--- config.mk ---
export PLATFORM = sky130hd
export DESIGN_NAME = mem_stage
export DESIGN_NICKNAME = d
export VERILOG_FILES = /design/src/rtl/mem_stage_pkg.sv /design/src/rtl/mem_stage_load_extend.sv /design/src/rtl/mem_stage.sv
export SDC_FILE = /design/constraint.sdc
export NUM_CORES = 1
export LEC_CHECK = 0
export CORE_MARGIN = 1.5
export CORE_UTILIZATION = 41
export CTS_BUF_LIST = sky130_fd_sc_hd__clkbuf_4 sky130_fd_sc_hd__clkbuf_8
export CTS_CLUSTER_DIAMETER = 50
export CTS_CLUSTER_SIZE = 16
export DETAILED_ROUTE_END_ITERATION = 7
export PLACE_DENSITY_LB_ADDON = 0.12
export SETUP_SLACK_MARGIN = 0.15
export SLEW_MARGIN = 20
export SYNTH_ARGS = -nofsm -noshare
export SYNTH_HDL_FRONTEND = slang
export SYNTH_SLANG_ARGS = --single-unit
export TNS_END_PERCENT = 100
--- constraint.sdc ---
create_clock -name clk -period 3.04 [get_ports clk]
set_input_delay 0.456 -clock clk [delete_from_list [all_inputs] [get_ports clk]]
set_output_delay 0.456 -clock clk [all_outputs]
set_load 0.02 [all_outputs]
--- src/rtl/mem_stage_pkg.sv ---
// Shared definitions for the MEM stage: access type codes, FSM states and byte counts.
package mem_stage_pkg;

  // Load/store access type codes as driven by the decode/EX stages.
  typedef enum logic [3:0] {
    LsLb  = 4'd0,
    LsLh  = 4'd1,
    LsLw  = 4'd2,
    LsLbu = 4'd3,
    LsLhu = 4'd4,
    LsSb  = 4'd5,
    LsSh  = 4'd6,
    LsSw  = 4'd7
  } ls_type_e;

  typedef enum logic [1:0] {
    StIdle = 2'd0,
    StBusy = 2'd1,
    StDone = 2'd2
  } mem_state_e;

  localparam logic [2:0] NBytesB = 3'd1;
  localparam logic [2:0] NBytesH = 3'd2;
  localparam logic [2:0] NBytesW = 3'd4;

  // Codes above LsSw are not memory operations.
  function automatic logic ls_known(input logic [3:0] ls_type);
    return ls_type <= LsSw;
  endfunction

  function automatic logic [2:0] ls_nbytes(input logic [3:0] ls_type);
    logic [2:0] n;
    case (ls_type)
      LsLb, LsLbu, LsSb: n = NBytesB;
      LsLh, LsLhu, LsSh: n = NBytesH;
      LsLw, LsSw:        n = NBytesW;
      default:           n = NBytesB;
    endcase
    return n;
  endfunction

endpackage

--- src/rtl/mem_stage_load_extend.sv ---
// Sign/zero extension of the assembled little-endian load buffer by access type.
module mem_stage_load_extend
  import mem_stage_pkg::*;
(
  input  logic [3:0]  load_store_type_i,
  input  logic [31:0] buf_i,
  output logic [31:0] data_o
);

  // Select extension from the type code; full words pass unchanged.
  always_comb begin
    data_o = buf_i;
    case (load_store_type_i)
      LsLb:    data_o = {{24{buf_i[7]}}, buf_i[7:0]};
      LsLbu:   data_o = {24'h000000, buf_i[7:0]};
      LsLh:    data_o = {{16{buf_i[15]}}, buf_i[15:0]};
      LsLhu:   data_o = {16'h0000, buf_i[15:0]};
      default: data_o = buf_i;
    endcase
  end

endmodule

--- src/rtl/mem_stage.sv ---
// MEM pipeline stage: passes non-memory results through and serialises loads/stores
// into byte transfers on the 8-bit memory-controller port, stalling until done.
// Optional: define MEM_MISALIGN_CHECK_EN to reject misaligned halfword/word accesses.
module mem_stage
  import mem_stage_pkg::*;
#(
  parameter int unsigned ADDR_W = 32,
  parameter int unsigned DATA_W = 32
) (
  input  logic              clk,
  input  logic              rst,
  input  logic [DATA_W-1:0] rd_data_i,
  input  logic [4:0]        rd_addr_i,
  input  logic              rd_enable_i,
  input  logic              load_enable_i,
  input  logic              store_enable_i,
  input  logic [ADDR_W-1:0] mem_addr_i,
  input  logic [3:0]        load_store_type_i,
  output logic [DATA_W-1:0] rd_data_o,
  output logic [4:0]        rd_addr_o,
  output logic              rd_enable_o,
  output logic              mc_req_o,
  output logic              mc_we_o,
  output logic [ADDR_W-1:0] mc_addr_o,
  output logic [7:0]        mc_wdata_o,
  input  logic [7:0]        mc_rdata_i,
  input  logic              mc_ready_i,
  output logic              stall_req_o,
  output logic              misalign_o
);

  mem_state_e        state_q, state_d;
  logic [1:0]        cnt_q, cnt_d;
  logic [DATA_W-1:0] buf_q, buf_d;
  logic [DATA_W-1:0] ext_data;
  logic              is_store, is_load, mem_op, last_byte, misaligned;
  logic [2:0]        nbytes;

  // A store wins when both enables are set; unknown codes are plain pass-through ops.
  assign is_store  = store_enable_i && ls_known(load_store_type_i);
  assign is_load   = load_enable_i && !store_enable_i && ls_known(load_store_type_i);
  assign mem_op    = is_store || is_load;
  assign nbytes    = ls_nbytes(load_store_type_i);
  assign last_byte = ({1'b0, cnt_q} == (nbytes - 3'd1));

`ifdef MEM_MISALIGN_CHECK_EN
  assign misaligned = ((nbytes == NBytesH) && mem_addr_i[0]) ||
                      ((nbytes == NBytesW) && (mem_addr_i[1:0] != 2'b00));
`else
  assign misaligned = 1'b0;
`endif

  mem_stage_load_extend u_load_extend (
    .load_store_type_i (load_store_type_i),
    .buf_i             (buf_q),
    .data_o            (ext_data)
  );

  // State, byte counter and load assembly buffer.
  always_ff @(posedge clk) begin
    if (rst) begin
      state_q <= StIdle;
      cnt_q   <= 2'd0;
      buf_q   <= '0;
    end else begin
      state_q <= state_d;
      cnt_q   <= cnt_d;
      buf_q   <= buf_d;
    end
  end

  // Next-state: one byte per mc_ready_i in BUSY, a single DONE cycle, then back to IDLE.
  always_comb begin
    state_d = state_q;
    cnt_d   = cnt_q;
    buf_d   = buf_q;
    unique case (state_q)
      StIdle: begin
        cnt_d = 2'd0;
        buf_d = '0;
        if (mem_op) begin
          state_d = misaligned ? StDone : StBusy;
        end
      end
      StBusy: begin
        if (mc_ready_i) begin
          buf_d[{cnt_q, 3'b000} +: 8] = mc_rdata_i;
          if (last_byte) begin
            state_d = StDone;
            cnt_d   = 2'd0;
          end else begin
            cnt_d = cnt_q + 2'd1;
          end
        end
      end
      StDone: begin
        state_d = StIdle;
        cnt_d   = 2'd0;
      end
      default: begin
        state_d = StIdle;
        cnt_d   = 2'd0;
      end
    endcase
  end

  // Outputs: writeback is suppressed while stalled; DONE presents the extended load.
  always_comb begin
    rd_data_o   = rd_data_i;
    rd_addr_o   = rd_addr_i;
    rd_enable_o = rd_enable_i;
    mc_req_o    = 1'b0;
    mc_we_o     = 1'b0;
    mc_addr_o   = mem_addr_i + ADDR_W'(cnt_q);
    mc_wdata_o  = rd_data_i[{cnt_q, 3'b000} +: 8];
    stall_req_o = 1'b0;
    misalign_o  = 1'b0;
    unique case (state_q)
      StIdle: begin
        if (mem_op) begin
          stall_req_o = 1'b1;
          rd_enable_o = 1'b0;
        end
      end
      StBusy: begin
        mc_req_o    = 1'b1;
        mc_we_o     = is_store;
        stall_req_o = 1'b1;
        rd_enable_o = 1'b0;
      end
      StDone: begin
        misalign_o = misaligned;
        if (is_store || misaligned) begin
          rd_enable_o = 1'b0;
        end else if (is_load) begin
          rd_data_o = ext_data;
        end
      end
      default: ;
    endcase
  end

endmodule

==> impl_metrics.toml <==
[synth]
syn_inst = 383
ys_warn_count = 0
async_flop_share_pct = 0
ys_ff_latch = 36
yosys-top-cells-count = "nor2_1, a21oi_1, dfxtp_1"
yosysMostFrequentCell = "nor2_1"
synth_top_area_cell = "dfxtp_1"
ys.flop_type = "dfxtp_1"
ys_top_cells_by_area = "dfxtp_1, nor2_1, a22oi_1"
syn_nets = 483
synth_top_cell_area_share_pct = 23.1
yosysUniqueCellTypes = 57
syn_avg_cell_area_um2 = 8.14
synth-edff-count = 0
synth_seq_area_share_pct = 23.1
syn_area_um2 = 3120

[power_and_ir_drop]
clockPowerShare_pct = 25.5
vdd_drop_max_v = 0.000197
power.leakage_nw = 2.03
p_sw_mw = 0.429
p_int_mw = 0.894
total_power_mw = 1.32
p_seq_share_pct = 36.2
powerDensity_nw_per_um2 = 263
p_comb_share_pct = 38.3
netSwitchingFraction_pct = 32.4

[timing]
worst_pin_slew_ns = 0.559
setup_viol = 0
drv_slew = 0
fin_crit_ns = 2.81
grt_setup_unrepaired = "false"
max_freq_mhz = 356
fin_crit_sh_pct = 92.3
finalHoldViolCount = 0
slew_headroom_pct = 62.7
fin_skew_ns = 0.00697

[worst_setup_path]
cp-end-kind = "primary output"
reg2reg_slack_ns = 0.82
worst-setup-path-type = "primary input to primary output"
cp_slowest_stage_delay_ns = 0.40
worstPathCellList = "dlygate4sd2_1, ha_2, inv_2, fa_2, nand3b_1, nor3_4, and3_1, xor2_1, clkdlybuf4s15_2"
rr_worst_depth = 7
worst_ep_arrival_time_ns = 2.35
crit_path_start = "mem_addr_i[0]"
cp_num_cells = 9
path_buf_inv = 3
timing.rr.start = "cnt_q[0]"
path_max_fanout = 4
cp_top_family = "simple AND/OR/NAND/NOR gates"
required_ns = 2.58
reg2reg_to = "buf_q[24]"
cp_slowest_cell = "fa_2"
cp-start-kind = "primary input"

[clocking]
cts_made_buffers = 5
clock-sinks = 36
clockBufferDepth = 2
cts.clk_slew.worst_paths_ns = 0.07
cts_tree = "yes"
holdBufCountCts = 0
cts_max_level = 2
clk_latency_ns = 0.29
root_buffer = "clkbuf_8"

[route]
vias = 3609
wl_um = 10900
postRouteAntennaNets = 0
drt-initial-drc-count = 224
first_pass_iters = 5
via_per_inst = 5.47
wl_per_cell_um = 16.5
drc_errors = 0

[cells_and_area]
syn_to_final_growth_pct = 61.3
final_core_util_pct = 69.0
nets = 661
drive_above_1_share_pct = 18.0
final_area_um2 = 5030
n_antenna_cell = 0

[floorplan]
dieArea_um2 = 8140
chipHeight_um = 90.2
die-width_um = 90.2
io_pins = 169
rows = 31
start_util_pct = 42.8
core_um2 = 7290

[global_route]
grt_max_degree = 36
grt_pass1_wl_um = 17700
gr-total-overflow = 0
grt_use_total_pct = 26.6
antenna_found_initial = 0
first_global_vias = 3526

[worst_hold_path]
hp-class = "register to register"
hold_path_depth = 2
whs_endpoint = "buf_q[16]"
min_from = "buf_q[16]"

[place]
dpl_cell_area_um2 = 4990
dpl.hpwl_um = 8550
place.gp.congestion = 0.846
io_buffers = 157

[run]
drv_cap = 0

[outcome]
status = "finished clean"
-- layer usage --
layer	global-route usage, %	part of all wire, %	vias to the layer above
li1	-	-	1745
met1	33.9	42	1694
met3	5.08	8.0	9
met4	5.42	0.78	0
met5	0	0	-
met2	46.7	49	161
-- worst max-delay path by stage --
stage,endpoint,slack (ns)
global placement,mc_addr_o[26],-0.44
finish,mc_addr_o[12],0.23
detailed placement,mc_addr_o[30],-0.57
floorplan,mc_addr_o[26],0.29
CTS,mc_addr_o[28],0.15
global route,rd_data_o[16],0.15
-- power by group through the flow --
| stage | Clock (mW) | Sequential [mW] | Combinational, mW |
|---|---|---|---|
| 6_report | 0.337 | 0.479 | 0.507 |
| 2_1_floorplan | 0 | 0.492 | 0.234 |
| 5_1_grt | 0.363 | 0.480 | 0.539 |
| 3_5_place_dp | 0 | 0.490 | 0.529 |
| 4_1_cts | 0.336 | 0.479 | 0.508 |
| 3_3_place_gp | 0 | 0.490 | 0.522 |
-- layout by cell type (no fill, tap or decap), types with 5 or more instances in the layout --
master	n
clkdlybuf4s50_1	103
nor2_1	65
a21oi_1	41
buf_4	39
dfxtp_1	35
a22oi_1	32
dlygate4sd2_1	28
nand2_1	24
xnor2_1	20
clkbuf_2	15
inv_1	11
nand3_1	11
xor2_1	11
ha_1	11
mux4_2	8
mux2_1	8
nand4_1	7
and4_1	6
nor3_1	6
a21o_1	5
clkbuf_8	5
-- cells by family (layout without fill, tap and decap cells) --
logic type      count (synthesis)  after routing  share of synthesized area (%)
flops                          36             36                           23.1
other cells                     1              1                          0.120
simple gates                  150            150                           25.6
buf+inv                        41            219                           6.74
fa+ha+maj                      13             13                           5.46
compound gates                 94             94                           21.3
xor+xnor                       31             31                           8.70
mux                            17             17                           8.99
-- worst register-to-register path, stage by stage, from the launching register on --
cell and delay, ns:
dfxtp_2 0.33, buf_4 0.30, inv_4 0.10, ha_1 0.38, nand2b_1 0.20, a2111oi_4 0.58, a22oi_1 0.15, nor2_1 0.13
-- flip-flops by register name (all words and copies together), names as in the netlist --
signal	cells
buf_q	32
cnt_q	2
state_q	2
-- stage by stage --
step / hold WS, ns / std cells / setup WS, ns / setup TNS [ns]
2_1_floorplan: 0.473 / 383 / 0.288 / 0
3_3_place_gp: 0.494 / 651 / -0.442 / -5.82
3_5_place_dp: 0.506 / 651 / -0.567 / -7.63
4_1_cts: 0.523 / 660 / 0.151 / 0
5_1_grt: 0.556 / 660 / 0.153 / 0
6_report: 0.518 / 660 / 0.233 / 0
-- area by class of cell --
type | count | area (um2)
Sequential cell | 36 | 722
Timing Repair Buffer | 199 | 1810
Clock buffer | 6 | 76.3
Multi-Input combinational cell | 306 | 2240
Inverter | 13 | 51.3
Fill cell | 650 | 2260
Clock inverter | 1 | 5.00
Tap cell | 99 | 124
-- repair_timing --
action	in CTS	in global routing
gates resized for setup	74	44
pin swaps	5	3
setup endpoints to repair	54	36
setup buffers	2	0
No activity file was read; power rests on OpenSTA's default activity.
